## src/rtl/vmult_lane_seq.sv

```systemverilog
// Vector multiply sequencer: streams binary16 lanes through one shared VMULT
// and collects products and overflow flags into packed result registers.

module VMULT (
    output logic [15:0] product,
    output logic        Overflow,
    input  logic [15:0] A,
    input  logic [15:0] B
);
    logic              w_sign;
    logic [4:0]        w_ea_eff, w_eb_eff, w_lz, w_rsh, w_ef;
    logic [10:0]       w_sa, w_sb;
    logic [21:0]       w_p, w_pn;
    logic signed [7:0] w_exp, w_rsh_s;
    logic [45:0]       w_ext;
    logic              w_sticky, w_inc;
    logic [14:0]       w_mag;
    logic              w_a_nan, w_b_nan, w_a_inf, w_b_inf, w_a_zero, w_b_zero;

    function automatic logic [4:0] lzc22(input logic [21:0] v);
        logic [4:0] n;
        n = 5'd22;
        for (int i = 0; i < 22; i++) begin
            n = v[i] ? 5'(21 - i) : n;
        end
        return n;
    endfunction

    // Significand multiply, normalise, denormalise below emin, round to nearest even.
    always_comb begin
        w_sign   = A[15] ^ B[15];
        w_ea_eff = (A[14:10] == 5'd0) ? 5'd1 : A[14:10];
        w_eb_eff = (B[14:10] == 5'd0) ? 5'd1 : B[14:10];
        w_sa     = {(A[14:10] != 5'd0), A[9:0]};
        w_sb     = {(B[14:10] != 5'd0), B[9:0]};
        w_a_zero = (A[14:0] == 15'd0);
        w_b_zero = (B[14:0] == 15'd0);
        w_a_inf  = (A[14:10] == 5'd31) && (A[9:0] == 10'd0);
        w_b_inf  = (B[14:10] == 5'd31) && (B[9:0] == 10'd0);
        w_a_nan  = (A[14:10] == 5'd31) && (A[9:0] != 10'd0);
        w_b_nan  = (B[14:10] == 5'd31) && (B[9:0] != 10'd0);

        w_p     = 22'(w_sa) * 22'(w_sb);
        w_lz    = lzc22(w_p);
        w_pn    = w_p << w_lz;
        w_exp   = $signed({3'b000, w_ea_eff}) + $signed({3'b000, w_eb_eff})
                - 8'sd14 - $signed({3'b000, w_lz});
        w_rsh_s = 8'sd1 - w_exp;
        if (w_exp < 8'sd1) begin
            w_rsh = (w_rsh_s > 8'sd25) ? 5'd25 : 5'(w_rsh_s);
        end else begin
            w_rsh = 5'd0;
        end
        // Bit 45 keeps the hidden one only when the result stays normal.
        w_ext    = {w_pn, 24'd0} >> w_rsh;
        w_ef     = w_ext[45] ? 5'(w_exp) : 5'd0;
        w_sticky = |w_ext[33:0];
        w_inc    = w_ext[34] & (w_sticky | w_ext[35]);
        w_mag    = {w_ef, w_ext[44:35]} + {14'd0, w_inc};

        product  = {w_sign, w_mag};
        Overflow = 1'b0;
        if (w_a_nan || w_b_nan || (w_a_inf && w_b_zero) || (w_b_inf && w_a_zero)) begin
            product = 16'h7E00;
        end else if (w_a_inf || w_b_inf) begin
            product = {w_sign, 15'h7C00};
        end else if (w_p == 22'd0) begin
            product = {w_sign, 15'h0000};
        end else if ((w_exp > 8'sd30) || (w_mag[14:10] == 5'd31)) begin
            product  = {w_sign, 15'h7C00};
            Overflow = 1'b1;
        end else begin
            product = {w_sign, w_mag};
        end
    end
endmodule

module vmult_lane_seq #(
    parameter int LANES = 16,
    parameter int EW    = 16,
    parameter int CW    = 5
) (
    input  logic                clk,
    input  logic                rst,
    input  logic                start,
    input  logic [CW-1:0]       vlen,
    input  logic [LANES*EW-1:0] vecA,
    input  logic [LANES*EW-1:0] vecB,
    output logic                busy,
    output logic                done,
    output logic [LANES*EW-1:0] result,
    output logic [LANES-1:0]    ovf_lanes,
    output logic                ovf
);
    typedef enum logic [1:0] {S_IDLE = 2'd0, S_RUN = 2'd1, S_DONE = 2'd2} state_t;

    state_t              r_state;
    logic [CW-1:0]       r_cnt, r_last, w_last;
    logic [LANES*EW-1:0] r_opa, r_opb, r_result;
    logic [LANES-1:0]    r_ovf_lanes;
    logic                r_busy, r_done;
    logic [EW-1:0]       w_a, w_b, w_product;
    logic                w_ovf;

    // Effective last lane index; zero or oversize vlen means a full vector.
    always_comb begin
        if ((vlen == {CW{1'b0}}) || (vlen > CW'(LANES))) begin
            w_last = CW'(LANES - 1);
        end else begin
            w_last = vlen - CW'(1);
        end
    end

    // Operand lane select for the shared multiplier.
    always_comb begin
        w_a = r_opa[int'(r_cnt)*EW +: EW];
        w_b = r_opb[int'(r_cnt)*EW +: EW];
    end

    VMULT u_vmult (
        .product  (w_product),
        .Overflow (w_ovf),
        .A        (w_a),
        .B        (w_b)
    );

    // Sequencer FSM with registered status and result outputs.
    always_ff @(posedge clk or posedge rst) begin
        if (rst) begin
            r_state     <= S_IDLE;
            r_cnt       <= {CW{1'b0}};
            r_last      <= {CW{1'b0}};
            r_opa       <= {(LANES*EW){1'b0}};
            r_opb       <= {(LANES*EW){1'b0}};
            r_result    <= {(LANES*EW){1'b0}};
            r_ovf_lanes <= {LANES{1'b0}};
            r_busy      <= 1'b0;
            r_done      <= 1'b0;
        end else begin
            case (r_state)
                S_IDLE: begin
                    r_done <= 1'b0;
                    if (start) begin
                        r_opa       <= vecA;
                        r_opb       <= vecB;
                        r_last      <= w_last;
                        r_result    <= {(LANES*EW){1'b0}};
                        r_ovf_lanes <= {LANES{1'b0}};
                        r_cnt       <= {CW{1'b0}};
                        r_busy      <= 1'b1;
                        r_state     <= S_RUN;
                    end
                end
                S_RUN: begin
                    for (int i = 0; i < LANES; i++) begin
                        if (r_cnt == CW'(i)) begin
                            r_result[i*EW +: EW] <= w_product;
                            r_ovf_lanes[i]       <= w_ovf;
                        end
                    end
                    if (r_cnt == r_last) begin
                        r_done  <= 1'b1;
                        r_state <= S_DONE;
                    end else begin
                        r_cnt <= r_cnt + CW'(1);
                    end
                end
                S_DONE: begin
                    r_done  <= 1'b0;
                    r_busy  <= 1'b0;
                    r_state <= S_IDLE;
                end
                default: begin
                    r_done  <= 1'b0;
                    r_busy  <= 1'b0;
                    r_state <= S_IDLE;
                end
            endcase
        end
    end

    assign busy      = r_busy;
    assign done      = r_done;
    assign result    = r_result;
    assign ovf_lanes = r_ovf_lanes;
    assign ovf       = |r_ovf_lanes;
endmodule
```

## config.mk

```make
export PLATFORM = sky130hd
export DESIGN_NAME = vmult_lane_seq
export DESIGN_NICKNAME = d
export VERILOG_FILES = /design/src/rtl/vmult_lane_seq.sv
export SDC_FILE = /design/constraint.sdc
export NUM_CORES = 2
export LEC_CHECK = 0
export CAP_MARGIN = 10
export CORE_AREA = 2 2 310 312
export CTS_BUF_LIST = sky130_fd_sc_hd__clkbuf_4
export DETAILED_ROUTE_END_ITERATION = 10
export DIE_AREA = 0 0 312 314
export PLACE_DENSITY = 0.83
export SYNTH_ARGS = -nofsm -noshare
export SYNTH_HDL_FRONTEND = slang
export SYNTH_SLANG_ARGS = --single-unit
export TNS_END_PERCENT = 100
```

## constraint.sdc

```tcl
create_clock -name clk -period 31.4 [get_ports clk]
set_input_delay 4.71 -clock clk [delete_from_list [all_inputs] [get_ports clk]]
set_output_delay 4.71 -clock clk [all_outputs]
set_load 0.05 [all_outputs]
```

==> Yosys cells after proc, flatten, opt, wreduce, memory -nomap -nowiden <==
Cells that the tools add are included.
{ "totals": {"word_cells": 229, "input_bits": 520, "output_inout_bits": 275, "regBits": 798} }
{ "op_classes": {"n_mux": 82, "n_addsub": 7, "n_eq_ne": 39, "n_bitwise": 4, "multipliers": 1, "shift": 4, "magnitude_cmp": 4, "reduce_logical": 49} }
{ "op_table": {"columns": ["operator", "n"], "rows": [
  ["one-hot mux 256 bit (2 select lines)", 1],
  ["variable part select 256 x 10 -> 16 bit", 2],
  ["2-to-1 mux 16 bit", 18],
  ["2-to-1 mux 256 bit", 1],
  ["2-to-1 mux 5 bit", 29],
  ["AND reduction 3 bit", 17],
  ["right shift 46 x 5 -> 46 bit", 1],
  ["2-to-1 mux 15 bit", 3],
  ["equality test 5 x 4 -> 1 bit (second input constant)", 8],
  ["inequality test 2 bit (second input constant)", 19],
  ["OR reduction 34 bit", 1],
  ["one-hot mux 16 bit (2 select lines)", 1],
  ["zero test 15 bit", 2],
  ["2-to-1 mux 1 bit", 23],
  ["zero test 22 bit", 1],
  ["multiplier 11 x 11 -> 22 bit", 1],
  ["left shift 22 x 5 -> 22 bit", 1],
  ["equality test 5 x 3 -> 1 bit (second input constant)", 4],
  ["zero test 10 bit", 2],
  ["zero test 5 bit", 4],
  ["nonzero test 10 bit", 2],
  ["greater-than comparator 8 x 6 -> 1 bit (second input constant)", 2],
  ["OR reduction 16 bit", 1],
  ["adder 15 x 1 -> 15 bit", 1],
  ["27 further kinds", 45]
]} }

==> Logic depth before layout (Yosys ltp) <==
{ "logic_depth": {"ltp_word": 43, "mapped_depth": 67, "depth_no_buf": 50} }

==> Cells and area by module <==
A second synthesis with hierarchy kept.
{ "hier_totals": {"hier_cells": 4648, "hier_area_um2": 43028.8} }
{ "modules_own_cells": {"columns": ["mod", "seq_area_each_um2", "cells_each", "instances", "area_each_um2"], "rows": [
  ["vmult_lane_seq", 19969.2, 3440, 1, 34151.5],
  ["VMULT", 0.0, 1208, 1, 8877.3]
]} }

==> Worst setup path before layout <==
OpenSTA, ideal clock, no wires.
{ "synth_path": {"path_type": "register to register", "startpoint": "register r_cnt[0]", "endpoint": "register r_result[242] (netlist: result[242])", "period_less_slack_ns": 15.828, "slack_ns": 15.572, "arrival_ns": 15.707, "path_buffers": 18, "required_time_ns": 31.278, "setup_ns": 0.122, "path_stages_with_launch": 64, "cell_sequence": "dfrtp_1 buf_4 buf_4 buf_1 clkbuf_1 buf_2 buf_1 clkbuf_1 mux4_2 mux4_2 nand2_1 nand4_1 clkbuf_1 nand2_1 fa_1 inv_1 fa_1 fa_1 [28 not listed] a221oi_1 o22a_1 clkbuf_1 clkbuf_1 o21ai_0 o211ai_1 nand2_1 a21oi_1 ha_1 o2111ai_1 nor4_4 and4_1 a21oi_1 or4b_1 buf_2 buf_6 buf_6 a32o_1"} }
{ "synth_via": {"elab_chain_cells": 42, "elab_cells_between_ends": 77, "classes_between": "add/sub (5); mul (1); order compare (3); eq/ne (5); shift (4); mux (33); bitwise (2); reduce/logical (24)"} }
{ "synth_rtl": {"columns": ["element", "line_no", "source"], "rows": [
  ["from (decl)", "98", "logic [CW-1:0] r_cnt, r_last, w_last;"],
  ["from (signal assigned)", "131", "r_cnt <= {CW{1'b0}};"],
  ["from (signal assigned)", "149", "r_cnt <= {CW{1'b0}};"],
  ["from (signal assigned)", "165", "r_cnt <= r_cnt + CW'(1);"],
  ["variable part select 256 x 10 -> 16 bit, on equally long branches", "116, 117", null],
  ["multiplier 11 x 11 -> 22 bit", "43", "w_p = 22'(w_sa) * 22'(w_sb);"],
  ["2-to-1 mux 2 bit", "24", "n = v[i] ? 5'(21 - i) : n;"],
  ["2-to-1 mux 5 bit (21 in series)", "24", null],
  ["subtractor 8 x 6 -> 8 bit", "47", "- 8'sd14 - $signed({3'b000, w_lz});"],
  ["subtractor 2 x 8 -> 8 bit", "48", "w_rsh_s = 8'sd1 - w_exp;"],
  ["greater-than comparator 8 x 6 -> 1 bit", "50", "w_rsh = (w_rsh_s > 8'sd25) ? 5'd25 : 5'(w_rsh_s);"],
  ["2-to-1 mux 5 bit", "50", null],
  ["[6 not listed]", null, null],
  ["equality test 5 bit", "69", "end else if ((w_exp > 8'sd30) || (w_mag[14:10] == 5'd31)) begin"],
  ["logical OR 1 bit", "69", null],
  ["2-to-1 mux 15 bit", "69", null],
  ["2-to-1 mux 15 bit", "67", "end else if (w_p == 22'd0) begin"],
  ["2-to-1 mux 15 bit", "65", "end else if (w_a_inf || w_b_inf) begin"],
  ["2-to-1 mux 16 bit", "63", "if (w_a_nan || w_b_nan || (w_a_inf && w_b_zero) || (w_b_inf && w_a_zero)) begin"],
  ["2-to-1 mux 16 bit", "156", "if (r_cnt == CW'(i)) begin"],
  ["one-hot mux 256 bit (2 select lines)", "140", "case (r_state)"],
  ["to (signal assigned)", "135", "r_result <= {(LANES*EW){1'b0}};"],
  ["to (signal assigned)", "147", "r_result <= {(LANES*EW){1'b0}};"],
  ["to (signal, indexed assignment)", "157", "r_result[i*EW +: EW] <= w_product;"],
  ["to (decl)", "99", "logic [LANES*EW-1:0] r_opa, r_opb, r_result;"]
]} }
Several ways; a longest one is shown, not always the timed one. The select of a mux whose other input is x is not followed.
A chain may end at the register's enable or synchronous reset.

==> Worst setup path in the final report <==
{ "layout_path": {"startpoint": "register r_cnt[0]", "endpoint": "register r_result[133] (netlist: result[133])"} }
Same word-level chain as after synthesis.

==> impl_summary.log <==
[metrics] sum of negative setup slack: 0 ps
[metrics] Synth Register Bits: 798
[metrics] maximum number of pins on one net before global-route repair: 253
[metrics] width of the chip: approximately 310 µm
[metrics] worst r2r src: r_cnt[0]
[metrics] number of buffer cells added on primary ports: approximately 790
[metrics] Max stage delay cell, worst path: sky130_fd_sc_hd__buf_4
[metrics] number of rows created at floorplan: ~110
[metrics] worst-path maximum fanout: between 100 and 150
[metrics] max capacitance violation total: 0
[metrics] fraction of registers with async set/reset: 100%
[metrics] Crit. Startpoint: r_cnt[0]
[metrics] Congestion Overflow GR: 0
[metrics] placed wire-length estimate after detailed placement: about 120 mm
[metrics] crit path capture type: register
[metrics] final wirelength: about 160 mm
[metrics] cell mode on critical path: sky130_fd_sc_hd__fa_1
[metrics] Initial Utilization: between 40% and 50%
[metrics] number of DRC violations after detailed routing: 0
[metrics] count of TritonRoute iterations in the first routing pass: 7
[metrics] Fin. Hold Viols: 0
[metrics] worst max-slew margin expressed relative to the limit: between 10% and 20%
[metrics] Boundary Pins: 795
[metrics] unrepaired setup endpoints after global routing: no
[metrics] Post CTS Setup Buffer Count: 0
[metrics] number of antenna violations at the first check in global routing: 51
[metrics] GPL Wtd Cong: between 0.9 and 1
[metrics] CTS tree: done
[metrics] antenna violation net count after detailed routing: 0
[metrics] sequential cell area fraction in the yosys report: between 40 and 50%
[metrics] Min Clock Period, post-route: 17,850 ps
[metrics] Worst R2R Setup Slack: 13,550 ps
[metrics] cell depth of the worst flop-to-flop path: 48
[metrics] Post-Route Skew: between 70 and 80 ps
[metrics] clock root cell: sky130_fd_sc_hd__clkbuf_4
[metrics] type of the worst setup path: reg -> reg
[metrics] share of final-layout standard cells stronger than drive strength 1: between 10% and 20%
[metrics] Crit Reg-Reg Endpoint: result[133]
[metrics] Tot GR Track Use: around 33%
[metrics] synthesized instance count: about 4.7k
[metrics] quantity of gates resized following cts: 0
[metrics] maximum operating frequency: 0.0560 GHz
[metrics] largest buffer count on any clock path: 3
[metrics] Synth Warn #: 0
[metrics] Final nets: roughly 6.1k
[metrics] Post-synth EDFFs: 0
[metrics] worst path arrival time: 18,940 ps
[metrics] Critical Path Max Stage Delay: about 950 ps
[metrics] number of global-route vias before repair: between 40k and 50k
[metrics] Syn-to-layout area delta: 26.7%
[metrics] flip-flop cell with the highest count after synthesis: sky130_fd_sc_hd__dfrtp_1
[metrics] detail-routed net length per standard cell: between 20 and 25 µm
[metrics] Skew-Pair Late Insertion Delay: between 1000 and 1500 ps
[metrics] most common cell after layout, fill and taps aside: sky130_fd_sc_hd__nand2_1
[metrics] setup-violating endpoint count in the final report: 0
[metrics] H-Tree Depth: 4
[metrics] data required time at the worst endpoint: around 32,000 ps
[metrics] number of buffers created by CTS: 200
[metrics] Starting DRT DRC Count: about 5.4k
[metrics] Critical Path Sink: result[133]
[metrics] class of the tightest hold or removal check: reg -> reg
[metrics] outcome: finished, final reports clean
[metrics] area of the mapped netlist: between 40,000 and 50,000 µm²
[metrics] clock-pin slew on the worst setup and hold paths: around 60 ps
[metrics] clock sink count: around 800
[metrics] Final Max Slew Viols: 0
[metrics] number of nets in the synthesized netlist: approximately 5.4k
[metrics] routed via count: a little over 40k
[metrics] die outline area: roughly 100,000 µm²
[metrics] Post-Synthesis Mean Instance Area: 9.30 µm²
[metrics] share of the clock period used by the worst path: 56.8%
[metrics] detailed-route vias per instance: just under 6
[metrics] floorplan core area: between 90,000 and 100,000 µm²
[metrics] distinct cell type count of the synthesized netlist: roughly 110
[metrics] chip height: between 300 and 400 µm
[metrics] sort of element at the start of the critical path: register
[metrics] Post-CTS Hold Fix Bufs: 0
[metrics] Least-Margin Pin Slew: between 1000 and 1500 ps
[metrics] top library cells by usage in the layout, fill and taps aside: 1,800 x sky130_fd_sc_hd__nand2_1, 794 x sky130_fd_sc_hd__dfrtp_1, 794 x sky130_fd_sc_hd__clkdlybuf4s50_1
[metrics] global-route wire length before repair: 245 mm
[logic make-up (layout without fill, tap and decap cells)]
logic type,after synthesis,after routing,share of synthesized area (%)
and+or+nand+nor,2375,2375,22.5
DFF,798,798,46.0
AOI/OAI and AO/OA,591,591,10.3
buffers and inverters,462,1360,4.26
muxes,228,228,9.83
adders and majority gates,167,167,6.23
xor gates and xnor gates,45,45,0.943
other,0,51,0
[worst min-delay path by stage]
stage,startpoint,to,slack [ps],cells past startpoint
after detailed placement,result[111],result[111],450,2
after floorplan,r_opa[0],r_opa[0],440,2
after global routing,result[127],result[127],490,2
after CTS,result[111],result[111],470,2
after global placement,result[255],result[255],450,2
final,result[111],result[111],460,2
[critical path: cells and delay by family, from the launching register on]
kind	cells	cell delay (ps)
AND/OR/NAND/NOR	15	4830
adder cells (fa/ha/maj)	11	4690
AO/OA/AOI/OAI	14	3940
buffers and inverters	6	2280
multiplexers	2	1120
flip-flops	1	760
[stage by stage]
step                util [%]  instance area [µm²]  setup WS, ps  hold WS (ps)  instances
floorplan                  -                43400          4280           438       4666
global placement        55.4                52300         14280           451       6488
detailed placement      55.4                52300         13880           454       6488
CTS                     58.1                54900         13830           468       6828
global route            58.2                55000         12420           488       6875
finish                  58.2                55000         13550           462       6880
[final cells by class]
cell class | count | area [µm²]
clock buffer | 290 | 2180
tap | 1265 | 1580
timing repair buffer | 868 | 8520
antenna | 51 | 128
inverter | 152 | 583
sequential | 798 | 20000
multi-input combinational | 3406 | 21700
clock inverter | 50 | 359
fill | 7825 | 39400
[sequential cells by signal, summed over array words and instances (netlist names)]
signal	count
done	1
r_opb	256
r_state	2
busy	1
r_last	5
ovf_lanes	16
r_opa	256
r_cnt	5
result	256
[per-layer routing]
metal / global-route usage (%) / up-vias / share of wire [%]
met1: 41.8 / 20000 / 37
met5: 0 / - / 0.015
li1: - / 17600 / -
met2: 51.3 / 2710 / 46
met4: 21.8 / 4 / 7.4
met3: 6.95 / 581 / 9.4
[synth_stat cells, types with 22 or more instances]
cell,n,area [µm²]
sky130_fd_sc_hd__a211oi_1,25,188
sky130_fd_sc_hd__a21oi_1,84,420
sky130_fd_sc_hd__a221oi_1,22,193
sky130_fd_sc_hd__a31oi_1,48,300
sky130_fd_sc_hd__a32o_1,118,1180
sky130_fd_sc_hd__and2_1,45,282
sky130_fd_sc_hd__and3_1,39,244
sky130_fd_sc_hd__buf_1,35,131
sky130_fd_sc_hd__clkbuf_1,243,912
sky130_fd_sc_hd__dfrtp_1,798,20000
sky130_fd_sc_hd__fa_1,82,1640
sky130_fd_sc_hd__ha_1,85,1060
sky130_fd_sc_hd__inv_1,148,556
sky130_fd_sc_hd__mux2_2,55,619
sky130_fd_sc_hd__mux4_2,153,3450
sky130_fd_sc_hd__nand2_1,1801,6760
sky130_fd_sc_hd__nand3_1,81,405
sky130_fd_sc_hd__nand4_1,47,294
sky130_fd_sc_hd__nor2_1,211,792
sky130_fd_sc_hd__nor3_1,59,295
sky130_fd_sc_hd__o21ai_0,99,495
sky130_fd_sc_hd__xnor2_1,23,201
Power is left out: the tool's default activity adds up to more than one toggle a clock period on the data nets, which glitch-free logic cannot reach.
